$ cat src/rtl/alu_pkg.sv
// Shared types for the pipelined EX-stage ALU: opcode and FSM state encodings.
package alu_pkg;

   // Operation select, fully decoded over the 3-bit ALUControl field
   typedef enum logic [2:0] {
      ALU_ADD  = 3'd0,
      ALU_SUB  = 3'd1,
      ALU_AND  = 3'd2,
      ALU_OR   = 3'd3,
      ALU_XOR  = 3'd4,
      ALU_SLT  = 3'd5,
      ALU_SLTU = 3'd6,
      ALU_MUL  = 3'd7
   } alu_op_t;

   // Control FSM: idle/accepting, or busy iterating a multiply
   typedef enum logic {
      ST_IDLE = 1'b0,
      ST_MUL  = 1'b1
   } alu_state_t;

endpackage

$ cat src/rtl/alu_addsub.sv
// Shared adder/subtractor used by ADD, SUB, SLT and SLTU.
// Subtraction is A + ~B + 1, so carry=1 means "no borrow" (A >= B unsigned).
module alu_addsub
   import alu_pkg::*;
#(
   parameter int WIDTH = 32
) (
   input  logic [WIDTH-1:0] A,
   input  logic [WIDTH-1:0] B,
   input  logic             sub,
   output logic [WIDTH-1:0] sum,
   output logic             carry,
   output logic             overflow
);

   logic [WIDTH-1:0] bEff;
   logic [WIDTH:0]   fullSum;

   // One wide add with the invert-and-increment trick for subtraction;
   // signed overflow is when both addends agree in sign but the sum does not
   always_comb begin
      bEff     = sub ? ~B : B;
      fullSum  = {1'b0, A} + {1'b0, bEff} + {{WIDTH{1'b0}}, sub};
      sum      = fullSum[WIDTH-1:0];
      carry    = fullSum[WIDTH];
      overflow = (A[WIDTH-1] == bEff[WIDTH-1]) && (fullSum[WIDTH-1] != A[WIDTH-1]);
   end

endmodule

$ cat src/rtl/alu_pipe.sv
// Registered EX-stage ALU with valid/ready handshakes on both sides.
// Single-cycle ops produce a result one cycle after acceptance; MUL runs an
// iterative shift-add over WIDTH cycles while in_ready is held low.
module alu_pipe
   import alu_pkg::*;
#(
   parameter int WIDTH  = 32,
   parameter bit MUL_EN = 1'b1
) (
   input  logic             clk,
   input  logic             reset,
   input  logic             in_valid,
   output logic             in_ready,
   input  logic [WIDTH-1:0] BussA,
   input  logic [WIDTH-1:0] BussB,
   input  logic [2:0]       ALUControl,
   output logic             out_valid,
   input  logic             out_ready,
   output logic [WIDTH-1:0] Output,
   output logic             zero,
   output logic             overflow,
   output logic             CarryOut,
   output logic             negative
);

   localparam int CW = $clog2(WIDTH);

   alu_state_t       state_q, state_d;
   logic             outValid_q, outValid_d;
   logic [WIDTH-1:0] result_q, result_d;
   logic             zero_q, zero_d;
   logic             ovf_q, ovf_d;
   logic             carry_q, carry_d;
   logic             neg_q, neg_d;
   logic [WIDTH-1:0] acc_q, acc_d;
   logic [WIDTH-1:0] mcand_q, mcand_d;
   logic [WIDTH-1:0] mplier_q, mplier_d;
   logic [CW-1:0]    cnt_q, cnt_d;

   alu_op_t          op;
   logic             accept;
   logic             subSel;
   logic [WIDTH-1:0] asSum;
   logic             asCarry;
   logic             asOvf;
   logic [WIDTH-1:0] aluRes;
   logic             aluOvf;
   logic             aluCarry;
   logic [WIDTH-1:0] mulSum;
   logic             loadResult;

   assign op       = alu_op_t'(ALUControl);
   assign in_ready = (state_q == ST_IDLE) && (!outValid_q || out_ready);
   assign accept   = in_valid && in_ready;
   assign subSel   = (op != ALU_ADD);
   assign mulSum   = acc_q + (mplier_q[0] ? mcand_q : '0);

   alu_addsub #(.WIDTH(WIDTH)) uAddSub (
      .A        (BussA),
      .B        (BussB),
      .sub      (subSel),
      .sum      (asSum),
      .carry    (asCarry),
      .overflow (asOvf)
   );

   // Single-cycle result and arithmetic flags for the op currently on the inputs;
   // SLT uses N^V so it stays correct when A-B overflows
   always_comb begin
      aluRes   = '0;
      aluOvf   = 1'b0;
      aluCarry = 1'b0;
      case (op)
         ALU_ADD, ALU_SUB: begin
            aluRes   = asSum;
            aluOvf   = asOvf;
            aluCarry = asCarry;
         end
         ALU_AND:  aluRes = BussA & BussB;
         ALU_OR:   aluRes = BussA | BussB;
         ALU_XOR:  aluRes = BussA ^ BussB;
         ALU_SLT:  aluRes = {{(WIDTH-1){1'b0}}, asSum[WIDTH-1] ^ asOvf};
         ALU_SLTU: aluRes = {{(WIDTH-1){1'b0}}, ~asCarry};
         ALU_MUL:  aluRes = '0;
      endcase
   end

   // Next-state logic: output slot drain, accept of a new op, and multiply stepping
   always_comb begin
      state_d    = state_q;
      outValid_d = outValid_q;
      result_d   = result_q;
      zero_d     = zero_q;
      ovf_d      = ovf_q;
      carry_d    = carry_q;
      neg_d      = neg_q;
      acc_d      = acc_q;
      mcand_d    = mcand_q;
      mplier_d   = mplier_q;
      cnt_d      = cnt_q;
      loadResult = 1'b0;

      if (outValid_q && out_ready) begin
         outValid_d = 1'b0;
      end

      case (state_q)
         ST_IDLE: begin
            if (accept) begin
               if (MUL_EN && (op == ALU_MUL)) begin
                  state_d  = ST_MUL;
                  acc_d    = '0;
                  mcand_d  = BussA;
                  mplier_d = BussB;
                  cnt_d    = CW'(WIDTH - 1);
               end else begin
                  result_d   = aluRes;
                  ovf_d      = aluOvf;
                  carry_d    = aluCarry;
                  outValid_d = 1'b1;
                  loadResult = 1'b1;
               end
            end
         end
         ST_MUL: begin
            acc_d    = mulSum;
            mcand_d  = mcand_q << 1;
            mplier_d = mplier_q >> 1;
            cnt_d    = cnt_q - CW'(1);
            if (cnt_q == '0) begin
               state_d    = ST_IDLE;
               result_d   = mulSum;
               ovf_d      = 1'b0;
               carry_d    = 1'b0;
               outValid_d = 1'b1;
               loadResult = 1'b1;
            end
         end
      endcase

      if (loadResult) begin
         zero_d = (result_d == '0);
         neg_d  = result_d[WIDTH-1];
      end
   end

   // State and output registers; reset aborts any multiply in flight
   always_ff @(posedge clk or posedge reset) begin
      if (reset) begin
         state_q    <= ST_IDLE;
         outValid_q <= 1'b0;
         result_q   <= '0;
         zero_q     <= 1'b0;
         ovf_q      <= 1'b0;
         carry_q    <= 1'b0;
         neg_q      <= 1'b0;
         acc_q      <= '0;
         mcand_q    <= '0;
         mplier_q   <= '0;
         cnt_q      <= '0;
      end else begin
         state_q    <= state_d;
         outValid_q <= outValid_d;
         result_q   <= result_d;
         zero_q     <= zero_d;
         ovf_q      <= ovf_d;
         carry_q    <= carry_d;
         neg_q      <= neg_d;
         acc_q      <= acc_d;
         mcand_q    <= mcand_d;
         mplier_q   <= mplier_d;
         cnt_q      <= cnt_d;
      end
   end

   assign out_valid = outValid_q;
   assign Output    = result_q;
   assign zero      = zero_q;
   assign overflow  = ovf_q;
   assign CarryOut  = carry_q;
   assign negative  = neg_q;

endmodule

$ cat config.mk
export PLATFORM = sky130hd
export DESIGN_NAME = alu_pipe
export DESIGN_NICKNAME = d
export VERILOG_FILES = /design/src/rtl/alu_pkg.sv /design/src/rtl/alu_addsub.sv /design/src/rtl/alu_pipe.sv
export SDC_FILE = /design/constraint.sdc
export NUM_CORES = 1
export LEC_CHECK = 0
export ABC_AREA = 1
export BUFFER_PORTS_ARGS = -buffer_cell sky130_fd_sc_hd__buf_2
export CORE_MARGIN = 5
export CORE_UTILIZATION = 40
export DETAILED_ROUTE_END_ITERATION = 7
export SYNTH_ARGS = -nofsm -noshare
export SYNTH_HDL_FRONTEND = slang
export SYNTH_SLANG_ARGS = --single-unit
export TNS_END_PERCENT = 10
$ cat constraint.sdc
create_clock -name clk -period 4.98 [get_ports clk]
set_input_delay 0 -clock clk [delete_from_list [all_inputs] [get_ports clk]]
set_output_delay 0 -clock clk [all_outputs]
set_load 0.01 [all_outputs]
==> results.yml <==
synthesis:
  async_flop_share_pct: 100
  synth_flop_cell: "dfrtp_1"
  synth_top_area_cell: "dfrtp_1"
  yosysUniqueCellTypes: 41
  synth_edf_count: 0
  syn_avg_cell_area_um2: 6.43
  yosys_register_bits: 139
  synth_common_cells: "nand2_1 (640), inv_1 (322), nor2_1 (202)"
  seq_area_frac_synth_pct: 26.5
  yosys.cell_count.top_type: "nand2_1"
  syn_nets: 2241
  yosysTopAreaCellShare_pct: 26.5
  synthesis.area_mm2: 0.0131
  syn-instance-count: 2041
  synthTopCellsByArea: "dfrtp_1 (27%), nand2_1 (18%), ha_1 (12%), inv_1 (9.2%), nor2_1 (5.8%)"
  synth_warnings: 0
global_route:
  grt_pass1_vias: 13500
  grt_pass1_wl_um: 76100
  grt.overflow.total: 0
  grt_max_degree: 93
  grt_use_total_pct: 26.8
  antenna_found_initial: 0
route:
  wl_per_cell_um: 18.4
  viasPerCell: 5.25
  final_antenna_net_count: 0
  drtIter0Drc: 1329
  drt-total-wl_um: 48700
  dr.pass1.iters: 5
  vias: 13900
  drc: 0
setup_path:
  cp.arrival_ns: 4.47
  crit_path_cell_trace: "dlygate4sd3_1, buf_2, nor2_2, nand2_2, xor2_1, ha_1, nand2_1, nor2_1, inv_1, nor3_1, nand2_1, nand2_1, nand2_1, nand3_1, nand2_1, nand2_1, nand2_1, nand2_1, nand4_1, nor3_1, nand3_1, nand2_1"
  cp_slowest_cell: "nand2_2"
  critPathBufInv: 3
  crit_fanout: 30
  cp_top_family: "simple AND/OR/NAND/NOR gates"
  worst_path_largest_cell_delay_ns: 0.55
  path_class: "primary input to flip-flop"
  cp_common_cell: "nand2_1"
  crit_required_ns: 5.36
  start_kind: "primary input"
  endpoint_kind: "flip-flop"
  r2r_setup_slack_ns: 1.30
sta:
  min_period_ns: 4.09
  tightest_slew_ns: 1.07
  finalHoldViolations: 0
  worst_clock_skew_ns: 0.0120
  final.setup.tns_ns: 0
  grt_setup_unrepaired: "false"
  setup_viol: 0
  relSlewSlack_pct: 28.5
  finalMaxSlewViolations: 0
  holdWs_ns: 0.0455
  period_share_pct: 82.2
  fmax_mhz: 244
power:
  ir_worst_vdd_v: 0.000249
  p_leak_uw: 0.00839
  power_density_mw_per_mm2: 451
die:
  io_pins: 109
  dieArea_mm2: 0.0365
  core_mm2: 0.0325
  die_h_um: 191
  start_util_pct: 40.4
  rows: 66
  die_w_um: 191
finish:
  drive_gt1_share_pct: 8.09
  multi_input_area_mm2: 0.00817
  area_growth_pct: 16.6
  nFillCells: 3428
  fin_nets: 2387
  ff_latch_area_mm2: 0.00348
  diodes: 0
clock_network:
  clock-root-buffer: "clkbuf_16"
  cts_made_buffers: 17
  h-tree-depth: 4
  tritoncts: "done"
  clockBufferDepth: 2
  clkLatencyLatePin_ns: 0.45
  clkSlewWorstSetupHoldPaths_ns: 0.07
  cts_resized: 0
  postCtsSetupBuffers: 0
  ctsHoldBuffers: 65
  cts.sinks: 139
hold_path:
  hold_path.class: "primary input to flip-flop"
placement:
  gp_congestion: 0.971
  dpl.hpwl_um: 37800
  portBuffers: 108
status:
  status: "complete, no violations"
flow_run:
  maxCapViolations: 0
## sequential cells by signal, summed over array words and instances (netlist names), 5 cells and up
signal,count
acc_q,32
cnt_q,5
Output,32
mplier_q,32
mcand_q,32
## metal layers
layer | wire length, µm | part of all wire [%] | track usage, % | vias to the layer above
li1 | - | - | - | 6848
met1 | 22300 | 46 | 38.1 | 6548
met2 | 22500 | 46 | 43.9 | 414
met3 | 2770 | 5.7 | 2.74 | 56
met4 | 1010 | 2.1 | 6.82 | 0
met5 | 0 | 0 | 0 | -
## power by group
part	switching, µW	internal (µW)
sequential	446	1630
combinational	2290	1290
clock	598	647
total	3330	3570
## cell families (layout without fill, tap and decap cells)
group,Yosys count,count (layout),synth area share (%)
AND/OR/NAND/NOR,1029,1029,32.0
buffers and inverters,391,550,11.4
AO/OA/AOI/OAI,306,306,14.5
flip-flops,139,139,26.5
adder cells (fa/ha/maj),129,129,12.4
XOR/XNOR,47,47,3.14
## worst min-delay path: stages
cell and delay, ns:
buf_2 0.13, inv_1 0.17, o211ai_1 0.13
## final cells by class
class / instances / area share [%]
flip-flops and latches: 139 / 22.8
clock buffers: 18 / 2.81
repair buffers: 188 / 8.52
multi-input cells: 1511 / 53.4
inverters: 330 / 8.13
well taps: 442 / 3.62
clock inverters: 14 / 0.736
## stage by stage
step	utilization (%)	cell area (µm²)	instances	setup WS (ns)	power, µW
floorplan	-	13100	2041	1.26	4470
global placement	43.5	14100	2545	0.990	5530
detailed placement	43.5	14100	2545	0.904	5580
CTS	47.1	15300	2642	0.835	6890
global route	47.1	15300	2642	0.465	7490
finish	47.1	15300	2642	0.887	6900
## worst paths after layout
kind                          startpoint         end  depth (start not counted)
min in group asynchronous          reset  mcand_q[3]                          3
max in group asynchronous          reset     state_q                          4
min reg2reg                     cnt_q[3]    cnt_q[3]                          1
max                        ALUControl[2]        zero                         22
max reg2reg                  mplier_q[0]        zero                         21
min                             BussA[7]  mcand_q[7]                          3
## layout by cell type (no fill, tap or decap), types with 7 or more instances in the layout
cell             n
nand2_1        639
o21ai_0         81
o21bai_1         8
a32o_1          13
ha_1           127
nand3_1        115
a21oi_1         78
nor3_1          19
clkbuf_16       17
a22oi_1         31
inv_2            7
a211oi_1        18
nand4_1         22
a31oi_1         27
nand3b_1        16
buf_2          108
dfrtp_1        138
inv_1          321
xor2_1          43
a22o_1           9
o211ai_1        21
buf_4           15
dlygate4sd3_1   65
nor2_1         199
No activity file was read; power rests on OpenSTA's default activity.
